File: src/rtl/mmio_console_if.sv
// Core data-bus and TX byte-stream signals of the memory-mapped console.
interface mmio_console_if;
    logic        MemWrite;
    logic [31:0] DataAdr;
    logic [31:0] WriteData;
    logic [31:0] ReadData;
    logic        hit;
    logic [7:0]  tx_data;
    logic        tx_valid;
    logic        tx_ready;
    logic        irq;

    modport master (
        output MemWrite, DataAdr, WriteData, tx_ready,
        input  ReadData, hit, tx_data, tx_valid, irq
    );

    modport slave (
        input  MemWrite, DataAdr, WriteData, tx_ready,
        output ReadData, hit, tx_data, tx_valid, irq
    );
endinterface

File: src/rtl/mmio_console.sv
// Memory-mapped console: TX byte FIFO drained over valid/ready, plus STATUS,
// CTRL and a free-running CYCLE counter decoded at BASE_ADDR.
module mmio_console #(
    parameter logic [31:0] BASE_ADDR  = 32'hFFFF_0000,
    parameter int          FIFO_DEPTH = 8
) (
    input  logic           clk,
    input  logic           reset,
    mmio_console_if.slave  bus
);
    localparam int AW = $clog2(FIFO_DEPTH);
    localparam int CW = AW + 1;
    typedef logic [AW-1:0] ptr_t;

    logic [7:0]    mem [FIFO_DEPTH];
    ptr_t          rd_ptr_q, rd_ptr_d, wr_ptr_q, wr_ptr_d;
    logic [CW-1:0] count_q, count_d;
    logic          ovf_q, ovf_d, en_q, en_d, irq_en_q, irq_en_d;
    logic [31:0]   cycle_q, cycle_d;

    logic [1:0]  off;
    logic        wr, empty, full, pop, push_req, push_ok;
    logic [31:0] rdata;

    assign bus.hit  = (bus.DataAdr[31:4] == BASE_ADDR[31:4]) && (bus.DataAdr[1:0] == 2'b00);
    assign off      = bus.DataAdr[3:2];
    assign wr       = bus.MemWrite && bus.hit;

    assign empty    = (count_q == '0);
    assign full     = (count_q == CW'(FIFO_DEPTH));
    assign bus.tx_valid = en_q && !empty;
    assign bus.tx_data  = mem[rd_ptr_q];
    assign pop      = bus.tx_valid && bus.tx_ready;

    // A full FIFO still takes a byte when the head leaves in the same cycle.
    assign push_req = wr && (off == 2'd0);
    assign push_ok  = push_req && (!full || pop);

    assign bus.irq  = irq_en_q && (empty || ovf_q);

    always_comb begin
        rd_ptr_d = rd_ptr_q + ptr_t'(pop);
        wr_ptr_d = wr_ptr_q + ptr_t'(push_ok);
        count_d  = count_q + CW'(push_ok) - CW'(pop);
        ovf_d    = ovf_q;
        en_d     = en_q;
        irq_en_d = irq_en_q;
        cycle_d  = cycle_q + 32'd1;
        if (wr && off == 2'd2) begin
            en_d     = bus.WriteData[0];
            irq_en_d = bus.WriteData[1];
            if (bus.WriteData[2]) ovf_d = 1'b0;
        end
        // Dropped byte beats a same-cycle overflow clear.
        if (push_req && !push_ok) ovf_d = 1'b1;
        if (wr && off == 2'd3) cycle_d = bus.WriteData;
    end

    always_ff @(posedge clk or negedge reset) begin
        if (!reset) begin
            rd_ptr_q <= '0;
            wr_ptr_q <= '0;
            count_q  <= '0;
            ovf_q    <= 1'b0;
            en_q     <= 1'b0;
            irq_en_q <= 1'b0;
            cycle_q  <= '0;
        end else begin
            rd_ptr_q <= rd_ptr_d;
            wr_ptr_q <= wr_ptr_d;
            count_q  <= count_d;
            ovf_q    <= ovf_d;
            en_q     <= en_d;
            irq_en_q <= irq_en_d;
            cycle_q  <= cycle_d;
        end
    end

    always_ff @(posedge clk) begin
        if (push_ok) mem[wr_ptr_q] <= bus.WriteData[7:0];
    end

    always_comb begin
        rdata = '0;
        if (bus.hit) begin
            unique case (off)
                2'd0: rdata = '0;
                2'd1: rdata = {15'b0, ovf_q, 8'(count_q), 6'b0, empty, full};
                2'd2: rdata = {30'b0, irq_en_q, en_q};
                2'd3: rdata = cycle_q;
                default: rdata = '0;
            endcase
        end
    end
    assign bus.ReadData = rdata;
endmodule

File: src/flat_wrapper.sv
// flat-port wrapper written by rule: the top's interface ports become plain ports
module mmio_console_flat 
#(
    parameter logic [31:0] BASE_ADDR  = 32'hFFFF_0000,
    parameter int          FIFO_DEPTH = 8
)
  (clk, reset, bus_MemWrite, bus_DataAdr, bus_WriteData, bus_tx_ready, bus_ReadData, bus_hit, bus_tx_data, bus_tx_valid, bus_irq);
  mmio_console_if bus_i ();
  input  logic clk;
  input  logic reset;
  input wire logic [$bits(bus_i.MemWrite)-1:0] bus_MemWrite;
  input wire logic [$bits(bus_i.DataAdr)-1:0] bus_DataAdr;
  input wire logic [$bits(bus_i.WriteData)-1:0] bus_WriteData;
  input wire logic [$bits(bus_i.tx_ready)-1:0] bus_tx_ready;
  output wire logic [$bits(bus_i.ReadData)-1:0] bus_ReadData;
  output wire logic [$bits(bus_i.hit)-1:0] bus_hit;
  output wire logic [$bits(bus_i.tx_data)-1:0] bus_tx_data;
  output wire logic [$bits(bus_i.tx_valid)-1:0] bus_tx_valid;
  output wire logic [$bits(bus_i.irq)-1:0] bus_irq;
  assign bus_i.MemWrite = bus_MemWrite;
  assign bus_i.DataAdr = bus_DataAdr;
  assign bus_i.WriteData = bus_WriteData;
  assign bus_i.tx_ready = bus_tx_ready;
  assign bus_ReadData = bus_i.ReadData;
  assign bus_hit = bus_i.hit;
  assign bus_tx_data = bus_i.tx_data;
  assign bus_tx_valid = bus_i.tx_valid;
  assign bus_irq = bus_i.irq;
  mmio_console #(.BASE_ADDR(BASE_ADDR), .FIFO_DEPTH(FIFO_DEPTH)) u_core (.clk(clk), .reset(reset), .bus(bus_i));
endmodule
File: config.mk
export PLATFORM = sky130hd
export DESIGN_NAME = mmio_console_flat
export DESIGN_NICKNAME = d
export VERILOG_FILES = /design/src/rtl/mmio_console_if.sv /design/src/rtl/mmio_console.sv /design/src/flat_wrapper.sv
export SDC_FILE = /design/constraint.sdc
export NUM_CORES = 1
export LEC_CHECK = 0
export CAP_MARGIN = 20
export CORE_MARGIN = 1.5
export CORE_UTILIZATION = 44
export DETAILED_ROUTE_END_ITERATION = 8
export PLACE_DENSITY = 0.7
export SLEW_MARGIN = 30
export SYNTH_ARGS = -nofsm -noshare
export SYNTH_HDL_FRONTEND = slang
export SYNTH_SLANG_ARGS = --single-unit
File: constraint.sdc
create_clock -name clk -period 3.6 [get_ports clk]
set_clock_uncertainty 0.2 [all_clocks]
set_input_delay 0.72 -clock clk [delete_from_list [all_inputs] [get_ports clk]]
set_output_delay 0.72 -clock clk [all_outputs]
set_load 0.02 [all_outputs]
==> results.cfg <==
[floorplan]
die-height_um = 113
die_x_um = 113
ios = 111
row_count = 40
die_area_mm2 = 0.0128
core_mm2 = 0.0119
start_util_pct = 44.8

[synthesis]
netlist_instances = 425
ys_ff_latch = 109
yosys_warnings = 0
syn_area_per_cell_um2 = 12.5
yosysSeqAreaShare_pct = 57.2
netlist_area_mm2 = 0.00533
synth_nets = 505
synthDistinctLibCells = 49

[worst_setup_path]
crit_fanout = 6
r2r_start = u_core.count_q[2]
crit_path_end_kind = primary output
worstReg2RegEnd = u_core.count_q[1]
startpoint_type = primary input
crit_path_top_delay_cell = or4_4
path_class = in2out
reg2reg_slack_ns = 1.02
cp_data_arrival_time_ns = 2.58
worst_path_largest_cell_delay_ns = 0.55
cp.required_ns = 2.68
rr_worst_depth = 9
path_cells = clkdlybuf4s50_1 > or4_4 > nor4_4 > nand2_2 > clkinv_4 > clkbuf_16 > and3_4 > buf_6
crit_family = simple AND/OR/NAND/NOR gates
path_buf_inv = 4

[power]
pwr-share-seq_pct = 54.5
cellInternalPower_mw = 1.89
p_leak_nw = 2.88
power.density_mw_per_mm2 = 334
combPwrFrac_pct = 4.9
clkPwrFrac_pct = 40.6
vdd_drop_max_mv = 0.218
power.share.switching_pct = 22.2
switchingPower_uw = 541
power_mw = 2.43

[timing]
worstMarginPinSlew_ns = 0.757
fin_crit_ns = 3.50
setup_viol = 0
fin_crit_sh_pct = 97.2
finalHoldViolations = 0
rsz0062_at_grt = no
max_slew_margin_pct = 49.5
whs_ns = 0.163
clock.fmax_ghz = 0.286
worst_slack_ns = 0.101
maxSlewViolCount = 0

[clock_tree]
cts_tree = done
htreeDepth = 3
clock-sinks = 109
root_buffer = clkbuf_16
worst_skew_pair.late_latency_ns = 0.35
clock_path_buffers = 2
cts_buffers = 9
path_clk_slew_ns = 0.08

[final_layout]
drive_above_1_share_pct = 25.0
fin_nets = 636
syn_to_final_growth_pct = 36.5
antennaDiodeCount = 0
postLayoutCoreUtil_pct = 61.1
fin_cells = 708

[drt]
drcViolationCount = 0
drt_iter0_drc = 255
ant_nets = 0
routed_via_density = 5.45
drt_pass1_iterations = 4
drt_wl_total_mm = 12.5
via_count = 3862
routedWlPerCell_um = 17.6

[placement]
dp_hpwl_mm = 8.65
pre_cts_ws_ns = -0.594
gp_congestion = 0.870
place.port_buffers = 110
dpl.cell_count = 687

[grt]
first_global_vias = 3942
grt_max_degree = 46
grt_antenna_before_repair = 0
grt_pass1_wl_mm = 19.9
grt_overflow = 0
grt_usage_pct = 20.0

[status]
status = finished, final reports clean

[job]
drv_cap = 0

[hold_path]
worstHoldPathType = in2async
[cells by family after synthesis]
family / after synthesis / share of synthesized area [%]
buf+inv: 36 / 2.77
flops: 109 / 57.2
compound gates: 42 / 4.34
xor+xnor: 33 / 5.42
simple gates: 159 / 16.9
mux: 34 / 10.4
fa+ha+maj: 12 / 2.96
[cell usage in the layout (no fill, tap or decap), types with 5 or more instances in the layout]
| cell | Yosys | routed |
|---|---|---|
| buf_6 | 1 | 15 |
| and3_4 | 0 | 13 |
| nor3_1 | 13 | 11 |
| mux2i_1 | 5 | 5 |
| buf_4 | 0 | 37 |
| edfxtp_1 | 64 | 64 |
| and3_1 | 26 | 13 |
| nand2_1 | 11 | 10 |
| a21oi_1 | 33 | 33 |
| nand3_1 | 12 | 12 |
| clkdlybuf4s50_1 | 0 | 73 |
| buf_12 | 0 | 7 |
| xnor2_1 | 21 | 21 |
| clkbuf_16 | 0 | 10 |
| dfrtp_1 | 45 | 45 |
| xor2_1 | 12 | 12 |
| nor2_1 | 44 | 41 |
| mux4_2 | 16 | 16 |
| nand4_1 | 15 | 15 |
| mux2_2 | 13 | 13 |
| ha_1 | 11 | 11 |
| nor4_1 | 8 | 8 |
| inv_1 | 14 | 14 |
[worst reg2reg max path: stages (launching register included)]
cell	delay, ns
dfrtp_1	0.37
inv_1	0.08
ha_1	0.20
o211a_1	0.23
or2_2	0.30
nor3_1	0.29
ha_1	0.23
inv_1	0.05
fa_1	0.47
inv_1	0.04
[stage by stage]
step	instance area, um2	setup TNS, ns
global placement	6800	-18.38
floorplan	5330	0
global route	7280	0
detailed placement	6810	-23.75
CTS	7190	-0.152
finish	7280	0
[state kept, by name, indices dropped and copies added, names as in the netlist]
signal and count:
u_core.rd_ptr_q 3, u_core.cycle_q 32, u_core.irq_en_q 1, u_core.mem 64, u_core.en_q 1, u_core.count_q 4, u_core.wr_ptr_q 3, u_core.ovf_q 1
[routing by layer]
metal | part of all wire [%] | GRT usage (%)
met1 | 41 | 25.5
met4 | 0.85 | 4.17
met3 | 5.4 | 4.50
met2 | 52 | 35.2
met5 | 0 | 0
[final cells by class]
cell class | count | area [um2]
Clock inverter | 7 | 77.6
Inverter | 15 | 61.3
Multi-Input combinational cell | 280 | 2250
Tap cell | 147 | 184
Fill cell | 948 | 4640
Clock buffer | 9 | 225
Timing Repair Buffer | 141 | 1430
Sequential cell | 109 | 3050
[power by group through the flow]
| stage | registers (mW) | logic (mW) | clock network [mW] |
|---|---|---|---|
| global route | 1.32 | 0.130 | 1.06 |
| global placement | 1.35 | 0.115 | 0 |
| detailed placement | 1.35 | 0.118 | 0 |
| CTS | 1.32 | 0.121 | 1.01 |
| floorplan | 1.35 | 0.0147 | 0 |
| finish | 1.32 | 0.120 | 0.987 |
[repair_timing]
| action | in CTS | in global routing |
|---|---|---|
| endpoints found under the setup margin | 33 | 39 |
| pin swaps | 3 | 3 |
| cloned | 1 | 1 |
| setup buffers | 3 | 0 |
| hold buffers | 0 | 0 |
| resized for setup | 191 | 15 |
[worst max-delay path by stage]
stage	cells past startpoint	startpoint	end	slack, ns
after global placement	6	bus_DataAdr[0]	bus_ReadData[12]	-0.59
final	8	bus_DataAdr[13]	bus_ReadData[28]	0.10
after floorplan	6	bus_DataAdr[1]	bus_ReadData[21]	0.08
after detailed placement	6	bus_DataAdr[0]	bus_ReadData[12]	-0.59
after global routing	8	bus_DataAdr[12]	bus_ReadData[28]	0.04
after CTS	8	bus_DataAdr[8]	bus_ReadData[2]	-0.02
[Yosys cell counts, drive strengths merged]
cell type / instances / area, um2
nor2b: 4 / 25.0
a31oi: 1 / 6.26
and3b: 4 / 35.0
a21oi: 33 / 165
clkbuf: 17 / 66.3
or4: 4 / 33.8
nand4: 17 / 128
or3: 1 / 6.26
o31a: 1 / 8.76
o211a: 1 / 10.0
nor3b: 2 / 15.0
a22oi: 1 / 7.51
fa: 1 / 20.0
nor3: 13 / 65.1
nand4b: 1 / 8.76
mux4: 16 / 360
or2: 1 / 6.26
a21o: 1 / 7.51
edfxtp: 64 / 1920
and2: 3 / 20.0
nand2b: 2 / 12.5
and4: 3 / 26.3
and3: 26 / 163
nand2: 12 / 47.6
ha: 11 / 138
xnor2: 21 / 184
nand3: 12 / 60.1
a32oi: 1 / 8.76
buf: 4 / 25.0
nor4: 10 / 83.8
mux2i: 5 / 50.1
nor2: 44 / 165
xor2: 12 / 105
mux2: 13 / 146
o21ai: 2 / 10.0
inv: 15 / 56.3
o21a: 1 / 7.51
dfrtp: 45 / 1130
Note: power is estimated with default switching activity, not from simulation.
